<file path="config.mk">
export PLATFORM = sky130hd
export DESIGN_NAME = epoch_counter
export DESIGN_NICKNAME = d
export VERILOG_FILES = /design/src/rtl/epoch_counter.sv
export SDC_FILE = /design/constraint.sdc
export NUM_CORES = 1
export LEC_CHECK = 0
export BUFFER_PORTS_ARGS = -buffer_cell sky130_fd_sc_hd__buf_4
export CAP_MARGIN = 5
export CORE_ASPECT_RATIO = 2
export CORE_MARGIN = 10
export CORE_UTILIZATION = 56
export DETAILED_ROUTE_END_ITERATION = 10
export MAX_ROUTING_LAYER = met4
export PLACE_DENSITY_LB_ADDON = 0.15
export REMOVE_ABC_BUFFERS = 1
export SYNTH_ARGS = -nofsm -noshare
export SYNTH_HDL_FRONTEND = slang
export SYNTH_SLANG_ARGS = --single-unit
export TNS_END_PERCENT = 10
</file>
<file path="constraint.sdc">
create_clock -name clk -period 2.31 [get_ports clk]
set_input_delay 0.231 -clock clk [delete_from_list [all_inputs] [get_ports clk]]
set_output_delay 0.231 -clock clk [all_outputs]
set_load 0.02 [all_outputs]
</file>
<file path="src/rtl/epoch_counter.sv">
// ---------------------------------------------------------------------------
// epoch_counter
//
// Divides the 1 ms code-epoch strobe into navigation-bit and subframe
// boundaries. An epoch-within-bit counter and a bit-within-subframe counter
// free-run on every epoch strobe. Bit-sync logic aligns them with a load.
// Bit and subframe strobes reach the data demodulator only while synced.
// A watchdog drops sync if the epoch strobe goes quiet for too long.
//
// Ports:
//   clk              system clock
//   reset            asynchronous, active-low reset
//   epoch_in         single-cycle code-epoch strobe
//   load             single-cycle alignment request
//   load_epoch       epoch index to load
//   load_bit         bit index to load
//   clear            synchronous drop-to-unsynced
//   synced           high while in the SYNCED state
//   epoch_count      current epoch index within the bit
//   bit_count        current bit index within the subframe
//   bit_strobe       one-cycle pulse at a bit boundary (synced only)
//   subframe_strobe  one-cycle pulse at a subframe boundary (synced only)
//   timeout          one-cycle pulse when the watchdog drops sync
//   load_err         one-cycle pulse when a load request is rejected
// ---------------------------------------------------------------------------
module epoch_counter #(
    parameter int EPOCHS_PER_BIT    = 20,
    parameter int BITS_PER_SUBFRAME = 300,
    parameter int EPOCH_W           = 5,
    parameter int BIT_W             = 9,
    parameter int TIMEOUT_CYCLES    = 32768,
    parameter int WD_W              = 16
) (
    input  logic               clk,
    input  logic               reset,
    input  logic               epoch_in,
    input  logic               load,
    input  logic [EPOCH_W-1:0] load_epoch,
    input  logic [BIT_W-1:0]   load_bit,
    input  logic               clear,
    output logic               synced,
    output logic [EPOCH_W-1:0] epoch_count,
    output logic [BIT_W-1:0]   bit_count,
    output logic               bit_strobe,
    output logic               subframe_strobe,
    output logic               timeout,
    output logic               load_err
);

    typedef enum logic {
        UNSYNCED = 1'b0,
        SYNCED   = 1'b1
    } state_t;

    localparam logic [EPOCH_W-1:0] EPOCH_LAST = EPOCH_W'(EPOCHS_PER_BIT - 1);
    localparam logic [BIT_W-1:0]   BIT_LAST   = BIT_W'(BITS_PER_SUBFRAME - 1);
    localparam logic [WD_W-1:0]    WD_MAX     = WD_W'(TIMEOUT_CYCLES);

    state_t             state;
    state_t             state_next;
    logic [EPOCH_W-1:0] epoch_next;
    logic [BIT_W-1:0]   bit_next;
    logic [WD_W-1:0]    wd;
    logic [WD_W-1:0]    wd_next;
    logic               bit_strobe_next;
    logic               subframe_strobe_next;
    logic               timeout_next;
    logic               load_err_next;
    logic               load_ok;
    logic               epoch_wrap;
    logic               bit_wrap;

    assign load_ok    = (load_epoch <= EPOCH_LAST) && (load_bit <= BIT_LAST);
    assign epoch_wrap = (epoch_count == EPOCH_LAST);
    assign bit_wrap   = (bit_count == BIT_LAST);
    assign synced     = (state == SYNCED);

    // Next-state logic. Priority is clear, then load, then epoch_in. A load
    // request (accepted or rejected) consumes the epoch strobe of its cycle.
    // Any path that restarts the watchdog sets wd_next to zero, so the
    // timeout test at the end can only fire on a genuinely idle cycle.
    always_comb begin
        state_next           = state;
        epoch_next           = epoch_count;
        bit_next             = bit_count;
        wd_next              = (wd == WD_MAX) ? wd : wd + WD_W'(1);
        bit_strobe_next      = 1'b0;
        subframe_strobe_next = 1'b0;
        timeout_next         = 1'b0;
        load_err_next        = 1'b0;

        if (clear) begin
            state_next = UNSYNCED;
            epoch_next = '0;
            bit_next   = '0;
            wd_next    = '0;
        end else if (load) begin
            if (load_ok) begin
                state_next = SYNCED;
                epoch_next = load_epoch;
                bit_next   = load_bit;
                wd_next    = '0;
            end else begin
                load_err_next = 1'b1;
            end
        end else if (epoch_in) begin
            wd_next = '0;
            if (epoch_wrap) begin
                epoch_next = '0;
                bit_next   = bit_wrap ? '0 : bit_count + BIT_W'(1);
                if (state == SYNCED) begin
                    bit_strobe_next      = 1'b1;
                    subframe_strobe_next = bit_wrap;
                end
            end else begin
                epoch_next = epoch_count + EPOCH_W'(1);
            end
        end

        // The watchdog only drops sync on the cycle it first saturates; once
        // unsynced it stays parked at the limit without further pulses.
        if ((state == SYNCED) && (wd != WD_MAX) && (wd_next == WD_MAX)) begin
            state_next   = UNSYNCED;
            timeout_next = 1'b1;
        end
    end

    // State, counters, watchdog and the registered pulse outputs.
    always_ff @(posedge clk or negedge reset) begin
        if (!reset) begin
            state           <= UNSYNCED;
            epoch_count     <= '0;
            bit_count       <= '0;
            wd              <= '0;
            bit_strobe      <= 1'b0;
            subframe_strobe <= 1'b0;
            timeout         <= 1'b0;
            load_err        <= 1'b0;
        end else begin
            state           <= state_next;
            epoch_count     <= epoch_next;
            bit_count       <= bit_next;
            wd              <= wd_next;
            bit_strobe      <= bit_strobe_next;
            subframe_strobe <= subframe_strobe_next;
            timeout         <= timeout_next;
            load_err        <= load_err_next;
        end
    end

endmodule

</file>
==> flow_summary_export.csv <==
group,metric,value,unit
run_status,status,"complete, no violations",
grt,grt_pass1_vias,2033,
place,io_buffer_count,37,
grt,grt_max_degree,36,
yosys,seq_area_frac_synth,39.1,%
route,remaining_drc_errors,0,
yosys,netlist_area,2240,µm²
worst_setup_path,crit_path_cell_trace,"ha_1 -> nor2b_1 -> nand4_1 -> nor2b_1 -> a22oi_1 -> or2_0 -> a21oi_1",
yosys,synth-compound-area-share,16.9,%
yosys,synth_top_area_share,39.1,%
sta,grt_setup_unrepaired,"no",
route,drtIter0Drc,86,
sta,hold_viol_final,0,
yosys,ys_ff_latch,35,
route,detail_route.vias_per_cell,5.90,
sta,finalClockSkew,0.00829,ns
route,wl_per_cell,16.1,µm
worst_setup_path,slowest_delay,0.59,ns
clock_network,root_buffer,"clkbuf_8",
cells_and_area,fin_area,2590,µm²
worst_setup_path,critPathRequiredTime,2.52,ns
clock_network,cts.sinks,35,
power,p_comb_share,14.6,%
yosys,synthCells,253,
sta,setup-tns-final,0,ns
floorplanning,fp.dieH,109,µm
yosys,synth-edff-count,0,
power,p_clk_share,36.3,%
cells_and_area,antenna_cells,0,
yosys,yosys-top-cells-area,"dfrtp_1 (39%), xnor2_1 (4.7%), a21oi_1 (4.0%), nor2_1 (4.0%), nor3_1 (3.6%)",
worst_setup_path,cpMostUsedCell,"nor2b_1",
place,place_hpwl,4080,µm
floorplanning,dieArea,7090,µm²
grt,grt_pass1_wl,9530,µm
sta,max-slew-margin-rel,52.5,%
floorplanning,die_w,64.7,µm
worst_setup_path,arrival,2.27,ns
route,drtAntennaViolNets,0,
clock_network,cts_tree,"done",
sta,max_freq,486,MHz
sta,finalMaxSlewViolations,0,
worst_setup_path,start_kind,"flip-flop",
yosys,synth_fa_ha_area_share,2.23,%
power,leakage,0.00109,µW
sta,finalCritPeriodShare,89.0,%
clock_network,ctsHtreeMaxLevel,2,
min_path,min_path_type,"input pin to flip-flop",
clock_network,clkTransAtPathRegs,0.07,ns
worst_setup_path,cp_max_fo,11,
clock_network,clock_path_buffers,2,
power,p_sw_share,25.9,%
yosys,synth_top_area_cell,"dfrtp_1",
route,via_count,1964,
yosys,ys_warn_count,0,
power,seq_power_share,49.1,%
place,placed_area,2480,µm²
yosys,async_flop_share,100,%
yosys,ys.flop_type,"dfrtp_1",
power,ir_worst_vdd,0.000379,V
clock_network,cts_inserted_buffers,5,
grt,track_usage,16.8,%
sta,setup_violations,0,
yosys,synth_top_family_by_area,"simple AND/OR/NAND/NOR gates",
cells_and_area,fillers,365,
power,pwr_density_cell,514,nW/µm²
worst_setup_path,cp-end-kind,"flip-flop",
yosys,ys_types,47,
power,power_switching,345,µW
grt,antenna_found_initial,0,
worst_setup_path,cpLargestDelayFamily,"simple AND/OR/NAND/NOR gates",
cells_and_area,finish.utilization,66.7,%
floorplanning,initial_core_util,57.7,%
yosys,muxShareOfSynthArea,0.446,%
floorplanning,io_pins,38,
yosys,synthSimpleGateAreaFrac,27.0,%
grt,grt-ovfl-total,0,
worst_setup_path,crit_buf_inv,0,
floorplanning,core,3880,µm²
power,finalPower,1330,µW
flow_run,drv_cap,0,
yosys,postSynthAreaPerCell,8.86,µm²
sta,tightest_slew,0.710,ns
cells_and_area,final_layout_size_suffix_gt1_share,20.2,%
floorplanning,rows,32,
sta,fin_crit,2.06,ns
power,p_int,985,µW
worst_setup_path,crit_type,"flip-flop to flip-flop",
route,routed_wl,5370,µm
clock_network,cts_resized,0,
yosys,yosys.area_share.xor_xnor,7.42,%
route,first_pass_iters,4,
worst_setup_path,slowest_stage,"nor2b_1",
cells_and_area,nNetsFinal,304,
clock_network,clock_latency,0.28,ns
place,gp_congestion,0.873,
cells_and_area,syn2layout_area_growth,15.5,%
==> cells by family (layout without fill, tap and decap cells) <==
family          count (synthesis)  count (layout)
simple gates                  112             112
compound gates                 54              54
buf+inv                        28              57
fa+ha+maj                       4               4
xor+xnor                       19              19
mux                             1               1
flops                          35              35
==> per-layer routing <==
metal | GRT usage (%) | share of wire, % | up-vias
li1 | - | - | 964
met3 | 2.55 | 2.7 | 9
met2 | 30.5 | 56 | 51
met5 | - | 0 | -
met1 | 17.9 | 40 | 940
met4 | 6.00 | 1.7 | 0
==> power groups by stage <==
stage	Combinational, µW	Clock [µW]	Sequential (µW)
finish	194	483	653
detailed placement	195	0	665
CTS	197	495	654
global route	216	522	657
global placement	194	0	665
floorplan	81.1	0	678
==> path summary, 6_finish.rpt <==
kind | from | to | slack (ns) | depth (start not counted)
min in group asynchronous | reset | wd[5] | 0.43 | 2
min reg2reg | bit_count[1] | bit_count[1] | 0.58 | 2
min | load_epoch[3] | epoch_count[3] | 0.21 | 3
max reg2reg | bit_count[0] | bit_count[2] | 0.25 | 7
max in group asynchronous | reset | epoch_count[1] | 1.55 | 2
max | bit_count[0] | bit_count[2] | 0.25 | 7
==> tightest hold or removal path, delay by kind of cell <==
family | cells | cell delay (ns)
AND/OR/NAND/NOR | 1 | 0.08
buffers and inverters | 1 | 0.09
AO/OA/AOI/OAI | 1 | 0.06
==> flip-flops by register name, summed over array words and instances, names as in the netlist <==
register	cells
wd	16
bit_count	9
epoch_count	5
bit_strobe	1
load_err	1
subframe_strobe	1
synced	1
timeout	1
==> final cells by class <==
class / instances / area [µm²] / share of cell area (%)
multi-input cells: 190 / 1210 / 46.7
flip-flops and latches: 35 / 876 / 33.8
repair buffers: 41 / 310 / 12.0
clock buffers: 8 / 100 / 3.86
well taps: 51 / 63.8 / 2.46
inverters: 8 / 30.0 / 1.16
==> cell usage after synthesis (4+ instances only) <==
master	count
nor2b_1	4
nor2_1	24
inv_1	8
xnor2_1	12
dfrtp_1	35
nand4_1	6
o32ai_1	6
xor2_1	7
ha_1	4
nand3_1	13
nand2_1	13
and3_1	6
buf_6	4
a21oi_1	18
a211oi_1	5
nand2b_1	8
buf_2	7
nor3_1	16
a22oi_1	4
o21ai_0	5
clkbuf_1	5
and4_1	4
==> what timing repair did <==
action	CTS	global route
endpoints found under the hold margin	35	0
buffers inserted	0	0
hold buffers	1	0
==> cells in the final DEF, fill, tap and decap left out, drive strengths merged, types with 5 or more instances in the layout <==
master / instances
buf: 40
dfrtp: 35
nor2: 26
a21oi: 21
nor3: 17
nand2: 13
nand3: 13
xnor2: 12
inv: 8
nand2b: 8
clkbuf: 8
xor2: 7
nand4: 6
and3: 6
o32ai: 6
o21ai: 5
a211oi: 5
and4: 5
==> stage by stage <==
stage | hold WS [ns] | std cells | worst slack [ns]
after floorplan | -0.0646 | 233 | 0.425
after global placement | 0.212 | 324 | 0.306
after detailed placement | 0.209 | 324 | 0.267
after CTS | 0.212 | 333 | 0.240
after global routing | 0.215 | 333 | 0.0235
final | 0.212 | 333 | 0.254
Power figures use the tool's default switching activity.
